$ cat config.mk
export PLATFORM = sky130hd
export DESIGN_NAME = instr_encoder_loader
export DESIGN_NICKNAME = d
export VERILOG_FILES = /design/src/rtl/instr_encoder_loader_pkg.sv /design/src/rtl/instr_encoder_loader_fifo.sv /design/src/rtl/instr_encoder_loader.sv
export SDC_FILE = /design/constraint.sdc
export NUM_CORES = 1
export LEC_CHECK = 0
export BUFFER_PORTS_ARGS = -buffer_cell sky130_fd_sc_hd__buf_2
export CAP_MARGIN = 20
export CELL_PAD_IN_SITES_DETAIL_PLACEMENT = 1
export CELL_PAD_IN_SITES_GLOBAL_PLACEMENT = 1
export CORE_ASPECT_RATIO = 1.25
export CORE_MARGIN = 5
export CORE_UTILIZATION = 35
export DETAILED_ROUTE_END_ITERATION = 12
export PLACE_DENSITY = 0.6
export SYNTH_ARGS = -nofsm -noshare
export SYNTH_HDL_FRONTEND = slang
export SYNTH_SLANG_ARGS = --single-unit
$ cat constraint.sdc
create_clock -name clk -period 12.7 [get_ports clk]
set_input_delay 1.27 -clock clk [delete_from_list [all_inputs] [get_ports clk]]
set_output_delay 1.27 -clock clk [all_outputs]
set_load 0.02 [all_outputs]
$ cat src/rtl/instr_encoder_loader_pkg.sv
// instr_encoder_loader_pkg
//   Shared definitions for the instruction encoder/loader: the abstract op
//   enum, MIPS opcode/funct constants (kept identical to the controller's
//   decode constants), loader FSM states, and the combinational encoder.
package instr_encoder_loader_pkg;

  typedef enum logic [3:0] {
    OP_NOP = 4'd0,
    OP_ADD = 4'd1,
    OP_SUB = 4'd2,
    OP_ORI = 4'd3,
    OP_LW  = 4'd4,
    OP_SW  = 4'd5,
    OP_BEQ = 4'd6,
    OP_LUI = 4'd7,
    OP_JAL = 4'd8,
    OP_J   = 4'd9,
    OP_JR  = 4'd10
  } op_e;

  localparam logic [5:0] OPC_SPECIAL = 6'b000000;
  localparam logic [5:0] OPC_ORI     = 6'b001101;
  localparam logic [5:0] OPC_LW      = 6'b100011;
  localparam logic [5:0] OPC_SW      = 6'b101011;
  localparam logic [5:0] OPC_BEQ     = 6'b000100;
  localparam logic [5:0] OPC_LUI     = 6'b001111;
  localparam logic [5:0] OPC_JAL     = 6'b000011;
  localparam logic [5:0] OPC_J       = 6'b000010;

  localparam logic [5:0] FUNCT_ADD   = 6'b100000;
  localparam logic [5:0] FUNCT_SUB   = 6'b100010;
  localparam logic [5:0] FUNCT_JR    = 6'b001000;

  typedef enum logic [2:0] {
    ST_IDLE,
    ST_LOAD,
    ST_DRAIN,
    ST_PAD,
    ST_DONE
  } state_e;

  typedef struct packed {
    logic        valid;
    logic [31:0] word;
  } enc_t;

  // Ops 11..15 come back with valid=0 and a zero word.
  function automatic enc_t encode(input logic [3:0]  op,
                                  input logic [4:0]  rs,
                                  input logic [4:0]  rt,
                                  input logic [4:0]  rd,
                                  input logic [25:0] imm);
    enc_t e;
    e.valid = 1'b1;
    e.word  = '0;
    case (op_e'(op))
      OP_NOP: e.word = '0;
      OP_ADD: e.word = {OPC_SPECIAL, rs, rt, rd, 5'b00000, FUNCT_ADD};
      OP_SUB: e.word = {OPC_SPECIAL, rs, rt, rd, 5'b00000, FUNCT_SUB};
      OP_ORI: e.word = {OPC_ORI, rs, rt, imm[15:0]};
      OP_LW:  e.word = {OPC_LW,  rs, rt, imm[15:0]};
      OP_SW:  e.word = {OPC_SW,  rs, rt, imm[15:0]};
      OP_BEQ: e.word = {OPC_BEQ, rs, rt, imm[15:0]};
      OP_LUI: e.word = {OPC_LUI, 5'b00000, rt, imm[15:0]};
      OP_JAL: e.word = {OPC_JAL, imm};
      OP_J:   e.word = {OPC_J,   imm};
      OP_JR:  e.word = {OPC_SPECIAL, rs, 15'b0, FUNCT_JR};
      default: e.valid = 1'b0;
    endcase
    return e;
  endfunction

endpackage

$ cat src/rtl/instr_encoder_loader_fifo.sv
// instr_fifo
//   Synchronous DEPTH x WIDTH FIFO with full/empty flags, async active-high
//   reset. DEPTH must be a power of two >= 2. Push while full and pop while
//   empty are ignored; a pop in the same cycle does not make room for a push
//   when full.
// Ports:
//   clk, rst          clock, async reset
//   i_push, i_wdata   write side
//   i_pop, o_rdata    read side (o_rdata is the current head)
//   o_full, o_empty   status flags
module instr_fifo #(
  parameter int unsigned DEPTH = 4,
  parameter int unsigned WIDTH = 32
) (
  input  logic             clk,
  input  logic             rst,
  input  logic             i_push,
  input  logic [WIDTH-1:0] i_wdata,
  input  logic             i_pop,
  output logic [WIDTH-1:0] o_rdata,
  output logic             o_full,
  output logic             o_empty
);
  localparam int unsigned AW = $clog2(DEPTH);

  logic [WIDTH-1:0] r_mem [DEPTH];
  logic [AW:0]      r_wptr;
  logic [AW:0]      r_rptr;
  logic             w_push_ok;
  logic             w_pop_ok;

  // Pointers carry one extra wrap bit to tell full from empty.
  assign o_empty   = (r_wptr == r_rptr);
  assign o_full    = (r_wptr[AW] != r_rptr[AW]) &&
                     (r_wptr[AW-1:0] == r_rptr[AW-1:0]);
  assign w_push_ok = i_push && !o_full;
  assign w_pop_ok  = i_pop && !o_empty;
  assign o_rdata   = r_mem[r_rptr[AW-1:0]];

  always_ff @(posedge clk or posedge rst) begin
    if (rst) begin
      r_wptr <= '0;
      r_rptr <= '0;
      for (int unsigned i = 0; i < DEPTH; i++) r_mem[i] <= '0;
    end else begin
      if (w_push_ok) begin
        r_mem[r_wptr[AW-1:0]] <= i_wdata;
        r_wptr <= r_wptr + 1'b1;
      end
      if (w_pop_ok) r_rptr <= r_rptr + 1'b1;
    end
  end

endmodule

$ cat src/rtl/instr_encoder_loader.sv
// instr_encoder_loader
//   Accepts abstract instruction descriptors on a valid/ready stream, encodes
//   them into 32-bit MIPS words and writes them sequentially into instruction
//   memory starting at BASE_ADDR, via a DEPTH-entry FIFO.
//   Optional: define INSTR_ENCODER_PAD_NOP_EN to pad the program with NOP
//   words until word_count is a multiple of 4 before reporting done.
// Ports:
//   clk, reset                       clock, async active-high reset
//   in_valid/in_ready                descriptor handshake
//   in_op/in_rs/in_rt/in_rd/in_imm   descriptor fields
//   in_last                          final descriptor of the program
//   im_we/im_ready                   IM write handshake
//   im_addr/im_wdata                 IM write address / encoded word
//   word_count                       words written so far
//   done                             program fully written (sticky)
//   err                              invalid op or capacity overflow (sticky)
module instr_encoder_loader
  import instr_encoder_loader_pkg::*;
#(
  parameter logic [31:0] BASE_ADDR = 32'h0000_3000,
  parameter int unsigned DEPTH     = 4,
  parameter int unsigned MAX_WORDS = 1024
) (
  input  logic        clk,
  input  logic        reset,
  input  logic        in_valid,
  output logic        in_ready,
  input  logic [3:0]  in_op,
  input  logic [4:0]  in_rs,
  input  logic [4:0]  in_rt,
  input  logic [4:0]  in_rd,
  input  logic [25:0] in_imm,
  input  logic        in_last,
  output logic        im_we,
  input  logic        im_ready,
  output logic [31:0] im_addr,
  output logic [31:0] im_wdata,
  output logic [10:0] word_count,
  output logic        done,
  output logic        err
);
  localparam logic [10:0] W_MAX = 11'(MAX_WORDS);

  state_e      r_state;
  state_e      w_state_nxt;
  logic [31:0] r_addr;
  logic [10:0] r_word_count;
  logic        r_err;

  enc_t        w_enc;
  logic        w_full;
  logic        w_empty;
  logic [31:0] w_head;
  logic        w_accept;
  logic        w_push;
  logic        w_pop;
  logic        w_cap_full;
  logic        w_head_avail;
  logic        w_pad_emit;
  logic        w_wr_ok;
  logic        w_err_set;
  logic        w_in_ready;
  logic        w_im_we;
  logic [31:0] w_im_wdata;

  assign w_enc      = encode(in_op, in_rs, in_rt, in_rd, in_imm);
  assign w_cap_full = (r_word_count == W_MAX);

  instr_fifo #(
    .DEPTH(DEPTH),
    .WIDTH(32)
  ) u_fifo (
    .clk    (clk),
    .rst    (reset),
    .i_push (w_push),
    .i_wdata(w_enc.word),
    .i_pop  (w_pop),
    .o_rdata(w_head),
    .o_full (w_full),
    .o_empty(w_empty)
  );

  always_comb begin
    w_in_ready   = !w_full && (r_state == ST_IDLE || r_state == ST_LOAD);
    w_accept     = in_valid && w_in_ready;
    w_push       = w_accept && w_enc.valid;
    w_head_avail = !w_empty && (r_state == ST_LOAD || r_state == ST_DRAIN);
    w_pad_emit   = 1'b0;
    w_im_wdata   = w_head;
`ifdef INSTR_ENCODER_PAD_NOP_EN
    w_pad_emit   = (r_state == ST_PAD) && (r_word_count[1:0] != 2'b00);
    if (r_state == ST_PAD) w_im_wdata = '0;
`endif
    // At capacity the head is still consumed, but never offered to IM.
    w_im_we      = (w_head_avail || w_pad_emit) && !w_cap_full;
    w_pop        = w_head_avail && (w_cap_full || im_ready);
    w_wr_ok      = w_im_we && im_ready;
    w_err_set    = (w_accept && !w_enc.valid) ||
                   ((w_head_avail || w_pad_emit) && w_cap_full);
  end

  always_comb begin
    w_state_nxt = r_state;
    case (r_state)
      ST_IDLE:  if (w_accept) w_state_nxt = in_last ? ST_DRAIN : ST_LOAD;
      ST_LOAD:  if (w_accept && in_last) w_state_nxt = ST_DRAIN;
      ST_DRAIN: begin
        if (w_empty) begin
          w_state_nxt = ST_DONE;
`ifdef INSTR_ENCODER_PAD_NOP_EN
          if (r_word_count[1:0] != 2'b00 && !w_cap_full) w_state_nxt = ST_PAD;
`endif
        end
      end
      ST_PAD:   if (r_word_count[1:0] == 2'b00 || w_cap_full) w_state_nxt = ST_DONE;
      ST_DONE:  w_state_nxt = ST_DONE;
      default:  w_state_nxt = ST_IDLE;
    endcase
  end

  always_ff @(posedge clk or posedge reset) begin
    if (reset) begin
      r_state      <= ST_IDLE;
      r_addr       <= BASE_ADDR;
      r_word_count <= '0;
      r_err        <= 1'b0;
    end else begin
      r_state <= w_state_nxt;
      if (w_wr_ok) begin
        r_addr       <= r_addr + 32'd4;
        r_word_count <= r_word_count + 11'd1;
      end
      if (w_err_set) r_err <= 1'b1;
    end
  end

  assign in_ready   = w_in_ready;
  assign im_we      = w_im_we;
  assign im_addr    = r_addr;
  assign im_wdata   = w_im_wdata;
  assign word_count = r_word_count;
  assign done       = (r_state == ST_DONE);
  assign err        = r_err;

endmodule
==> results.py, run 1 <==
metrics = {
    "finish": {
        "area_delta_synth_final_pct": 18.3,
        "nNetsFinal": 858,
        "num_antenna_cells": 0,
        "mostFrequentLayoutCells": "dfrtp_1, buf_2, nand2_1",
        "drive_gt1_share_pct": 35.8,
        "fin_util_pct": 42.3,
        "final_common_cell": "dfrtp_1",
    },
    "pwr": {
        "comb_power_share_pct": 38.4,
        "finalPower_mw": 2.31,
        "leakage_nw": 4.60,
        "power.density_mw_per_mm2": 237,
        "pwr-share-seq_pct": 38.3,
        "p_sw_mw": 0.858,
        "switching_share_pct": 37.1,
        "ir_worst_vdd_uv": 109,
        "power_frac_clock_pct": 23.3,
        "p_int_mw": 1.45,
    },
    "global_route": {
        "grt_overflow_total": 0,
        "gr-usage-all-layers_pct": 16.3,
        "grt_max_degree": 101,
        "grt_first_pass_wirelength_mm": 34.9,
        "antenna_found_initial": 0,
        "grt_pass1_vias": 6380,
    },
    "clock_tree": {
        "cts_setup_buffers": 0,
        "cts_root_buf": "clkbuf_16",
        "htreeDepth": 4,
        "ctsResizeCount": 0,
        "clk_latency_ns": 0.43,
        "clk_pin_slew_worst_paths_ns": 0.07,
        "cts_tree": "yes",
        "cts_buffers": 17,
        "clockBufferDepth": 2,
        "clkSinkCount": 175,
        "cts_hold_buf": 0,
    },
    "timing": {
        "worst_pin_slew_ns": 0.965,
        "fin_setup_tns_ns": 0,
        "hold_ws_ns": 0.468,
        "rsz0062_at_grt": "no",
        "skew_ns": 0.0130,
        "fmax_mhz": 278,
        "timing_hold_violations_final": 0,
        "fin_crit_sh_pct": 28.4,
        "slew_headroom_pct": 35.7,
        "slew_viol_final": 0,
        "finalSetupViolCount": 0,
        "period_minus_slack_ns": 3.60,
    },
    "synth": {
        "synth_area_leaders": "dfrtp_1, mux2_2, mux4_2",
        "seq_area_frac_synth_pct": 53.0,
        "synth_seq_cells": 175,
        "syn_area_per_cell_um2": 12.1,
        "synth.largest_area_cell": "dfrtp_1",
        "synth_top_area_share_pct": 52.4,
        "synth_area_mm2": 0.00826,
        "syn_inst": 684,
        "synth_edf_count": 0,
        "synth_flop_cell": "dfrtp_1",
        "synth_cell_type_count": 46,
        "ys_warn_count": 0,
        "async_reset_ff_share_pct": 100,
    },
    "worst_setup_path": {
        "r2r_start": "u_fifo.r_rptr[1]",
        "end_kind": "primary output",
        "cp_max_fo": 34,
        "cp-start-kind": "register",
        "reg2reg_to": "u_fifo.r_mem[5]",
        "ff2ff_path_depth": 6,
        "worstPathArrival_ns": 2.33,
        "regToRegSetupSlack_ns": 9.73,
        "worstPathRequired_ns": 11.43,
        "worstSetupPathType": "reg -> out",
    },
    "detailed_routing": {
        "route.met3.wl_um": 827,
        "drt-total-wl_mm": 21.4,
        "vias": 5769,
        "vias_per_cell": 5.24,
        "drt-met1-wl_mm": 9.50,
        "dr_wl_met2_mm": 10.9,
        "firstDrtPassIters": 4,
        "routedWlPerCell_um": 19.4,
        "antenna_left": 0,
        "drt_iter0_drc": 164,
        "top_layer": "met4",
        "drc": 0,
    },
    "place": {
        "routabilityCongestion": 0.745,
        "portBuffers": 125,
        "hpwl_mm": 14.5,
    },
    "outcome": {
        "status": "complete, no violations",
    },
    "floorplan": {
        "fp.dieH_um": 182,
        "num_io_pins": 129,
        "initial_core_util_pct": 35.7,
        "dieArea_mm2": 0.0268,
        "core_area_mm2": 0.0231,
        "rows": 62,
        "die_x_um": 147,
    },
    "job": {
        "drv_cap": 0,
    },
    "hold_path": {
        "hold_class": "reg -> reg",
        "hold_path_depth": 1,
        "hold_path_end": "im_addr[31]",
        "hp-start": "im_addr[31]",
    },
}
-- worst max path at each step --
stage                      from          endpoint  slack [ns]  cells past startpoint
6_report       u_fifo.r_rptr[1]             im_we        9.10                      5
5_1_grt        u_fifo.r_rptr[1]             im_we        8.84                      5
4_1_cts        u_fifo.r_rptr[1]             im_we        9.04                      5
3_5_place_dp           in_op[2]  u_fifo.r_mem[58]        9.02                      5
3_3_place_gp           in_op[2]  u_fifo.r_mem[81]        9.07                      5
2_1_floorplan             reset               err        6.69                      1
-- Yosys cell counts (all sizes together) (20+ instances only) --
master,count
mux2,75
nand2,83
mux4,31
nand3,20
nor2,20
xor2,26
xnor2,23
dfrtp,173
a21oi,23
buf,21
o21ai,60
-- state kept, by name (all words and copies together) (netlist names) --
| name | flops |
|---|---|
| err | 1 |
| im_addr | 30 |
| r_state | 3 |
| u_fifo.r_mem | 124 |
| u_fifo.r_rptr | 3 |
| u_fifo.r_wptr | 3 |
| word_count | 11 |
-- layer usage --
layer / up-vias / GRT usage, %
met5: - / 0
met4: 0 / 4.25
met3: 18 / 3.39
met2: 117 / 28.7
met1: 2972 / 20.6
li1: 2662 / -
-- logic make-up (layout without fill, tap and decap cells) --
logic type / after synthesis / after routing / share of synthesized area [%]
multiplexers: 106 / 106 / 18.7
XOR/XNOR: 49 / 49 / 5.38
other: 1 / 3 / 0.0454
AND/OR/NAND/NOR: 177 / 177 / 10.7
adder cells (fa/ha/maj): 8 / 8 / 1.21
buffers and inverters: 57 / 184 / 3.07
flip-flops: 175 / 175 / 53.0
AO/OA/AOI/OAI: 111 / 111 / 7.86
-- stage by stage --
stage	instances	setup slack, ns	instance area, um^2
CTS	1100	9.04	9750
detailed placement	1068	9.02	9160
floorplan	686	6.69	8270
finish	1101	9.10	9770
global route	1101	8.84	9770
global placement	1067	9.07	9140
-- power groups by stage --
stage / clock (mW) / combinational, mW / sequential, mW
CTS: 0.554 / 0.909 / 0.886
global placement: 0 / 0.870 / 0.875
finish: 0.538 / 0.889 / 0.885
global route: 0.577 / 0.973 / 0.910
floorplan: 0 / 0.633 / 0.876
detailed placement: 0 / 0.903 / 0.896
-- layout make-up --
| cell class | instances | area [um^2] |
|---|---|---|
| Clock buffer | 18 | 429 |
| Clock inverter | 14 | 168 |
| Fill cell | 2511 | 13300 |
| Inverter | 18 | 72.6 |
| Multi-Input combinational cell | 454 | 3640 |
| Sequential cell | 175 | 4380 |
| Tap cell | 288 | 360 |
| Timing Repair Buffer | 134 | 718 |
-- worst max-delay path, cell delays in order, from the launching register on --
cell,delay (ns)
dfrtp_2,0.34
buf_4,0.56
xor2_2,0.24
o311ai_2,0.45
nor2_1,0.11
buf_2,0.18
(Power assumes the default switching activity.)
==> run 2, diff against run 1 <==
PLACE_DENSITY = 0.62   (was 0.6)
clock period = 3.1 ns   (was 12.7 ns; I/O delays follow)
==> run 2 against run 1 <==
Global-route usage up 0.082 points; wire length fell by 0.11%; cell area is 0.82% higher; largest cell class unchanged; first-iteration DRC count is 13% higher; sequential cell count did not move; clock power rose to 4.1 times the previous value; non-clock buffer count up 5; via count up 0.88%; largest power group is now sequential cells; cell count rose by 0.45%; critical endpoint is now u_fifo.r_mem[66]; combinational power increased to 4.1 times the previous value; clock skew fell by 0.0025 ns.
==> results.py, run 2 (same netlist as run 1, synthesis figures left out) <==
metrics = {
    "detailed_routing": {
        "dr_wl_met2_mm": 11.2,
        "drt-met1-wl_mm": 9.02,
        "routedWlPerCell_um": 19.3,
        "drc": 0,
        "drt_iter0_drc": 185,
        "vias_per_cell": 5.26,
        "top_layer": "met5",
        "antenna_left": 0,
        "firstDrtPassIters": 4,
        "drt-total-wl_mm": 21.4,
        "vias": 5820,
        "route.met3.wl_um": 941,
    },
    "place": {
        "post-place-ws_ns": 0.495,
        "portBuffers": 125,
        "place_inst": 1073,
        "routabilityCongestion": 0.813,
        "hpwl_mm": 15.2,
        "dpl_cell_area_mm2": 0.00924,
    },
    "clock_tree": {
        "clk_latency_ns": 0.43,
        "htreeDepth": 4,
        "cts_root_buf": "clkbuf_16",
        "cts_setup_buffers": 0,
        "cts_buffers": 17,
        "clkSinkCount": 175,
        "clockBufferDepth": 2,
        "ctsResizeCount": 0,
        "cts_tree": "yes",
        "clk_pin_slew_worst_paths_ns": 0.07,
    },
    "finish": {
        "num_antenna_cells": 0,
        "largest_register": "u_fifo.r_mem",
        "area_delta_synth_final_pct": 19.2,
        "nNetsFinal": 863,
        "mostFrequentLayoutCells": "dfrtp_1, buf_2, nand2_1",
        "final_common_cell": "dfrtp_1",
        "largest_reg_flops": 124,
        "fin_area_mm2": 0.00985,
        "fin_util_pct": 42.6,
        "drive_gt1_share_pct": 36.2,
        "instances_no_fill": 1106,
    },
    "timing": {
        "setup_ws_ns": 0.520,
        "rsz0062_at_grt": "no",
        "slew_headroom_pct": 44.9,
        "fin_crit_sh_pct": 83.2,
        "period_minus_slack_ns": 2.58,
        "fin_setup_tns_ns": 0,
        "hold_ws_ns": 0.169,
        "fmax_mhz": 388,
        "slew_viol_final": 0,
        "skew_ns": 0.0105,
        "finalSetupViolCount": 0,
        "timing_hold_violations_final": 0,
        "worst_pin_slew_ns": 0.826,
    },
    "worst_setup_path": {
        "end_kind": "register",
        "worstSetupPathType": "reg -> reg",
        "crit_slowest_cell": "nand3_2",
        "crit_path_cell_trace": "xor2_2, o311a_1, nand3_2, buf_12, nand2_1, o21ai_0",
        "max_stage_delay_ns": 0.69,
        "worstPathArrival_ns": 2.88,
        "cp_max_fo": 25,
        "cp-start-kind": "register",
        "worstPathRequired_ns": 3.40,
    },
    "pwr": {
        "ir_worst_vdd_uv": 411,
        "finalPower_mw": 9.49,
        "leakage_nw": 4.63,
        "power.density_mw_per_mm2": 964,
    },
    "floorplan": {
        "dieArea_mm2": 0.0268,
        "initial_core_util_pct": 35.7,
        "fp.dieH_um": 182,
        "num_io_pins": 129,
        "core_area_mm2": 0.0231,
        "rows": 62,
        "die_x_um": 147,
    },
    "global_route": {
        "grt_first_pass_wirelength_mm": 35.2,
        "gr-usage-all-layers_pct": 16.4,
        "antenna_found_initial": 1,
        "grt_pass1_vias": 6519,
        "grt_max_degree": 93,
        "grt_overflow_total": 0,
    },
    "outcome": {
        "status": "complete, no violations",
    },
    "hold_path": {
        "hold_class": "in -> reg",
    },
    "job": {
        "drv_cap": 0,
    },
}
==> run 2: cell count changes in the layout (fill, tap and decap cells not counted), sizes merged <==
cell | previous run | this run
clkinvlp | 1 | 3
dlygate4sd3 | 0 | 1
buf | 134 | 138
clkinv | 1 | 3
inv | 28 | 25
clkbuf | 18 | 17
==> run 2: final timing paths <==
kind,start,endpoint,slack [ns],cells after the start
max,u_fifo.r_wptr[0],u_fifo.r_mem[66],0.52,6
min,in_last,r_state[1],0.17,3
max reg2reg,u_fifo.r_wptr[0],u_fifo.r_mem[66],0.52,6
min reg2reg,im_addr[31],im_addr[31],0.46,1
max in group asynchronous,reset,u_fifo.r_mem[51],1.61,4
min in group asynchronous,reset,u_fifo.r_mem[60],0.55,3
==> run 2: power by group <==
| group | total, mW | switching (mW) | internal [mW] |
|---|---|---|---|
| clock | 2.20 | 0.984 | 1.22 |
| combinational | 3.63 | 1.98 | 1.65 |
| sequential | 3.66 | 0.551 | 3.11 |
| total | 9.49 | 3.52 | 5.98 |
==> run 2: final cells by class <==
type	count	area, um^2
flip-flops and latches	175	4380
multi-input cells	454	3640
clock inverters	15	175
inverters	18	71.3
well taps	288	360
fillers	2508	13300
repair buffers	139	796
clock buffers	17	425
==> run 2: repair_timing <==
item                                    CTS  global route
hold buffers                              1             0
endpoints found under the setup margin    0             0
endpoints found under the hold margin    28             0
==> run 2: layer usage <==
metal	vias up	track usage (%)
met2	124	29.2
met1	3001	20.1
li1	2679	-
met3	14	3.92
met4	2	3.80
met5	-	0
==> run 2: critical path, delay by kind of cell, from the launching register on <==
kind	cells	cell delay (ns)
and+or+nand+nor	2	0.76
AOI/OAI and AO/OA	2	0.48
DFF	1	0.47
buffers and inverters	1	0.42
xor gates and xnor gates	1	0.30
